## config.mk

```make
export PLATFORM = sky130hd
export DESIGN_NAME = bn_vec_serializer
export DESIGN_NICKNAME = d
export VERILOG_FILES = /design/src/rtl/bn_pkg.sv /design/src/rtl/bn_vec_slot_buf.sv /design/src/rtl/bn_vec_serializer.sv
export SDC_FILE = /design/constraint.sdc
export NUM_CORES = 1
export LEC_CHECK = 0
export CORE_MARGIN = 1
export CORE_UTILIZATION = 51
export CTS_CLUSTER_DIAMETER = 50
export CTS_CLUSTER_SIZE = 30
export DETAILED_ROUTE_END_ITERATION = 8
export GPL_TIMING_DRIVEN = 0
export PLACE_DENSITY_LB_ADDON = 0.15
export RECOVER_POWER = 100
export SLEW_MARGIN = 30
export SYNTH_ARGS = -nofsm -noshare
export SYNTH_HDL_FRONTEND = slang
export SYNTH_HIERARCHICAL = 1
export SYNTH_SLANG_ARGS = --single-unit
```

## constraint.sdc

```tcl
create_clock -name clk -period 4.1 [get_ports clk]
set_clock_uncertainty 0.05 [all_clocks]
set_input_delay 0.82 -clock clk [delete_from_list [all_inputs] [get_ports clk]]
set_output_delay 0.82 -clock clk [all_outputs]
set_load 0.02 [all_outputs]
```

## src/rtl/bn_pkg.sv

```systemverilog
// rtl/bn_pkg.sv - shared BN constants, read-side state type and element-slice helper
package bn_pkg;

    localparam int DATA_WIDTH = 16;

    localparam logic [DATA_WIDTH-1:0] FP16_ZERO    = 16'h0000;
    localparam logic [DATA_WIDTH-1:0] FP16_ONE     = 16'h3C00;
    localparam logic [DATA_WIDTH-1:0] FP16_QUARTER = 16'h3400;

    localparam int FP16_SIGN_BIT = DATA_WIDTH - 1;

    // Widest packed vector the slice helper accepts; narrower vectors are zero-extended.
    localparam int MAX_ELEMS = 16;
    localparam int MAX_VEC_W = DATA_WIDTH * MAX_ELEMS;

    typedef enum logic {
        RD_EMPTY  = 1'b0,
        RD_STREAM = 1'b1
    } rd_state_t;

    function automatic logic [DATA_WIDTH-1:0] fp16_elem(input logic [MAX_VEC_W-1:0] vec,
                                                        input int k);
        return vec[DATA_WIDTH*k +: DATA_WIDTH];
    endfunction

endpackage

```

## src/rtl/bn_vec_slot_buf.sv

```systemverilog
// rtl/bn_vec_slot_buf.sv - two-slot ping-pong vector buffer with pointers and occupancy count
module bn_vec_slot_buf #(
    parameter int DATA_WIDTH = 16,
    parameter int SIZE       = 8
) (
    input  logic                       clk,
    input  logic                       reset,
    input  logic                       wr_en,
    input  logic [DATA_WIDTH*SIZE-1:0] wr_data,
    input  logic                       rd_free,
    output logic [DATA_WIDTH*SIZE-1:0] rd_data_next,
    output logic [1:0]                 count,
    output logic [1:0]                 count_next
);

    logic [DATA_WIDTH*SIZE-1:0] slot [2];
    logic                       wr_ptr;
    logic                       rd_ptr;
    logic                       rd_ptr_next;

    always_comb begin
        count_next = count;
        if (wr_en && !rd_free) begin
            count_next = count + 2'd1;
        end else if (!wr_en && rd_free) begin
            count_next = count - 2'd1;
        end
    end

    assign rd_ptr_next = rd_ptr ^ rd_free;

    // Contents of the slot that will be read after this edge, forwarding a vector
    // written this edge so an empty buffer presents element 0 one cycle later.
    assign rd_data_next = (wr_en && (wr_ptr == rd_ptr_next)) ? wr_data : slot[rd_ptr_next];

    always_ff @(posedge clk or posedge reset) begin
        if (reset) begin
            wr_ptr <= 1'b0;
            rd_ptr <= 1'b0;
            count  <= 2'd0;
        end else begin
            wr_ptr <= wr_ptr ^ wr_en;
            rd_ptr <= rd_ptr_next;
            count  <= count_next;
        end
    end

    // Slot data needs no reset: the count alone decides whether it is live.
    always_ff @(posedge clk) begin
        if (wr_en) begin
            slot[wr_ptr] <= wr_data;
        end
    end

endmodule

```

## src/rtl/bn_vec_serializer.sv

```systemverilog
// rtl/bn_vec_serializer.sv - packed BN vector to element stream serializer (optional BN_VEC_SER_RELU_EN)
module bn_vec_serializer #(
    parameter int DATA_WIDTH = 16,
    parameter int size       = 8,
    parameter int IDX_W      = 3
) (
    input  logic                       clk,
    input  logic                       reset,
    input  logic [DATA_WIDTH*size-1:0] vec_in,
    input  logic                       vec_valid,
    output logic                       vec_ready,
    output logic [DATA_WIDTH-1:0]      elem_out,
    output logic                       elem_valid,
    input  logic                       elem_ready,
    output logic [IDX_W-1:0]           elem_idx,
    output logic                       elem_last,
    output logic                       busy
);

    import bn_pkg::*;

    logic [1:0]                 count;
    logic [1:0]                 count_next;
    logic                       wr_en;
    logic                       xfer;
    logic                       rd_free;
    logic [DATA_WIDTH*size-1:0] rd_data_next;
    rd_state_t                  state;
    rd_state_t                  state_n;
    logic [IDX_W-1:0]           idx_n;
    logic [DATA_WIDTH-1:0]      elem_q;
    logic [DATA_WIDTH-1:0]      elem_n;

    assign vec_ready  = (count != 2'd2);
    assign busy       = (count != 2'd0);
    assign elem_valid = (state == RD_STREAM);
    assign elem_last  = (elem_idx == IDX_W'(size - 1));
    assign wr_en      = vec_valid && vec_ready;
    assign xfer       = elem_valid && elem_ready;
    assign rd_free    = xfer && elem_last;

    bn_vec_slot_buf #(
        .DATA_WIDTH (DATA_WIDTH),
        .SIZE       (size)
    ) u_slot_buf (
        .clk          (clk),
        .reset        (reset),
        .wr_en        (wr_en),
        .wr_data      (vec_in),
        .rd_free      (rd_free),
        .rd_data_next (rd_data_next),
        .count        (count),
        .count_next   (count_next)
    );

    always_comb begin
        state_n = state;
        idx_n   = elem_idx;
        elem_n  = elem_q;
        case (state)
            RD_EMPTY: begin
                if (wr_en) begin
                    state_n = RD_STREAM;
                end
            end
            RD_STREAM: begin
                if (rd_free && (count_next == 2'd0)) begin
                    state_n = RD_EMPTY;
                end
            end
        endcase
        if (xfer) begin
            idx_n = elem_last ? '0 : elem_idx + 1'b1;
        end
        // Register the element that will be presented next; when empty, keep the last one.
        if (count_next != 2'd0) begin
            elem_n = fp16_elem(MAX_VEC_W'(rd_data_next), int'(idx_n));
        end
    end

    always_ff @(posedge clk or posedge reset) begin
        if (reset) begin
            state    <= RD_EMPTY;
            elem_idx <= '0;
            elem_q   <= FP16_ZERO;
        end else begin
            state    <= state_n;
            elem_idx <= idx_n;
            elem_q   <= elem_n;
        end
    end

`ifdef BN_VEC_SER_RELU_EN
    assign elem_out = elem_q[FP16_SIGN_BIT] ? FP16_ZERO : elem_q;
`else
    assign elem_out = elem_q;
`endif

endmodule

```

==> reports/results.ini <==
[cts]
cts-root-buf=clkbuf_16
htree_levels=1
clk_pin_slew_ns=0.08
cts_made_buffers=30
cts_buffer_depth=3
clk_latency_ns=0.55
cts_sinks=280
cts_setup_buffers=0
cts_tree=done

[sta]
fmax_ghz=0.258
setup_slack_ns=0.229
slew_headroom_pct=-18.9
slew_viol_final=33
rsz0062_at_grt=false
final-hold-violation-count=0
tightest_slew_ns=1.78
setup_viol=0
fin_crit_sh_pct=94.4
finalCriticalPeriod_ns=3.87

[global_routing]
grt_first_pass_wirelength_um=45300
grt_max_degree=44
antenna_found_initial=1
gr-total-overflow=0
grt_pass1_vias=7597
track_usage_pct=23.6

[synthesis]
yosysWarnings=6
yosys.area_share.xor_xnor_pct=0.273
yosysTopAreaCell=edfxtp_1
ys_seq_elements=280
syn_area_per_cell_um2=17.8
synth_fa_ha_area_share_pct=0.390
muxShareOfSynthArea_pct=27.6
ys_dominant_reg_cell=edfxtp_1
synth-simple-area-share_pct=2.33
synth_top_cell_area_share_pct=59.9
synth_compound_area_share_pct=2.09
synthesis.nets=857
synthTopCellsByArea=edfxtp_1, mux2_2, dfrtp_1, mux4_2, mux2_1
ys_seq_area_share_pct=64.6
synth_cells=721
synth_edf_count=256
yosysUniqueCellTypes=34
synth_top_family_by_area=multiplexers
synthArstFlopShare_pct=8.57
syn-cell-area_mm2=0.0128
ys_top_cells_by_count=edfxtp_1, mux2_2, nand2_1, dfrtp_1, mux2_1
yosysMostFrequentCell=edfxtp_1

[layout]
multi_input_area_mm2=0.00419
seq_area_mm2=0.00829
fin_cells=1262
drive_gt1_share_pct=37.7
finalNetCount=1049
syn_to_final_growth_pct=23.6
final_core_util_pct=64.8
nFillCells=1699

[setup_path]
worst-r2r-cell-count=11
worstReg2RegStart=elem_idx[0]
crit_family=multiplexers
critPathMaxStageDelay_ns=0.58
endpoint_kind=register
critPathBufInv=2
worstSetupEndpoint=elem_out[4]
arrival_ns=4.27
rrSetupSlack_ns=0.23
required_ns=4.50
crit_type=register to register
startpoint_type=register
reg2reg_to=elem_out[4]
path_max_fanout=10
cp_cell_sequence=ha_1 > ha_1 > and3_1 > xnor2_2 > buf_2 > clkbuf_1 > mux2_2 > mux2_2 > mux4_2 > a22oi_1 > nand2_1
cp-startpoint=elem_idx[0]
slowest_stage=clkbuf_1
cp.depth=11

[placed_design]
place_congestion=0.849
io_buffer_count=154
dp.final_hpwl_um=20800
dp.cells=1205
pre_cts_ws_ns=-0.399

[die]
start_util_pct=52.4
core_area_mm2=0.0245
io_pins=155
rows=57
design.die.area_mm2=0.0258
die_y_um=161
die_w_um=161

[routing]
drt-initial-drc-count=507
drt-total-wl_um=29800
vias=7121
drc=0
wl_per_cell_um=23.6
drtPass1Iterations=5
via_per_inst=5.64
ant_nets=0

[outcome]
violations=max-capacitance violations, max-slew violations
outcome=complete, but fails checks

[pwr]
peakVddDrop_uv=410
power.density_mw_per_mm2=809
p_leak_nw=5.60

[hold_path]
min_path_type=register to register

[job]
cap_violations=1

-- worst min-delay path: stages (launching register included) --
cell and delay, ns:
dfrtp_1 0.37, nand2_1 0.06, nand3_1 0.06
-- registers in the layout, summed over array words and instances, names as in the netlist --
signal,count
u_slot_buf/wr_ptr,1
elem_out,16
u_slot_buf/slot,256
elem_idx,3
u_slot_buf/rd_ptr,1
elem_valid,1
u_slot_buf/count,2
-- what timing repair did --
| item | in CTS | in global routing |
|---|---|---|
| hold buffers | 0 | 0 |
| setup endpoints to repair | 0 | 2 |
| resized for setup | 0 | 4 |
-- metal layers --
metal / GRT usage (%) / wire length (µm) / part of all wire (%)
met1: 33.1 / 12600 / 42
met2: 39.6 / 14800 / 50
met5: 0 / 0 / 0
met4: 4.46 / 365 / 1.2
met3: 3.33 / 1990 / 6.7
-- cells in the final DEF (no fill, tap or decap), drive strengths merged, types with 3 or more instances in the layout --
cell / instances
ha: 4
nand2b: 4
nor3b: 10
or2: 3
mux2i: 11
a211o: 10
nor2: 3
clkbuf: 46
nand3: 5
clkinv: 6
a22oi: 11
edfxtp: 256
buf: 34
mux4: 22
xnor2: 3
inv: 23
nand2: 31
mux2: 258
dfrtp: 24
dlygate4sd3: 153
a211oi: 10
-- kinds of logic (layout without fill, tap and decap cells) --
family                   count (synthesis)  count (layout)
adder cells (fa/ha/maj)                  4               4
AND/OR/NAND/NOR                         60              60
multiplexers                           291             291
XOR/XNOR                                 4               4
AO/OA/AOI/OAI                           34              34
buffers and inverters                   48             264
flip-flops                             280             280
other                                    0               1
-- worst min path at each step --
stage	slack, ns	endpoint	startpoint	depth (start not counted)
after floorplan	0.43	u_slot_buf/count[1]	u_slot_buf/count[1]	1
after global placement	0.47	elem_out[0]	elem_out[0]	2
after detailed placement	0.45	elem_out[14]	elem_out[14]	2
after CTS	0.44	u_slot_buf/count[1]	reset	2
after global routing	0.52	elem_out[3]	elem_out[3]	2
final	0.47	elem_out[14]	elem_out[14]	2
-- power by group --
part / internal [W] / switching (W)
Sequential: 0.00395 / 0.000233
Combinational: 0.00290 / 0.00304
Clock: 0.00145 / 0.00125
-- cell type report --
type / count / share of cell area, %
tap: 324 / 2.56
antenna: 1 / 0.0158
inverter: 6 / 0.142
buffer: 42 / 2.02
timing repair buffer: 160 / 10.3
multi-input combinational: 393 / 26.4
clock inverter: 24 / 1.39
sequential: 280 / 52.3
clock buffer: 32 / 4.92
-- per-stage QoR --
step                TNS, ns  hold slack, ns  total power (W)  cell area, µm²
floorplan           -143.78           0.433          0.00842           12800
finish                    0           0.470           0.0128           15900
CTS                       0           0.442           0.0131           15900
global route              0           0.520           0.0135           15900
detailed placement    -2.58           0.447           0.0103           14900
global placement    -715.57           0.468           0.0102           14800
(Power assumes the default switching activity.)
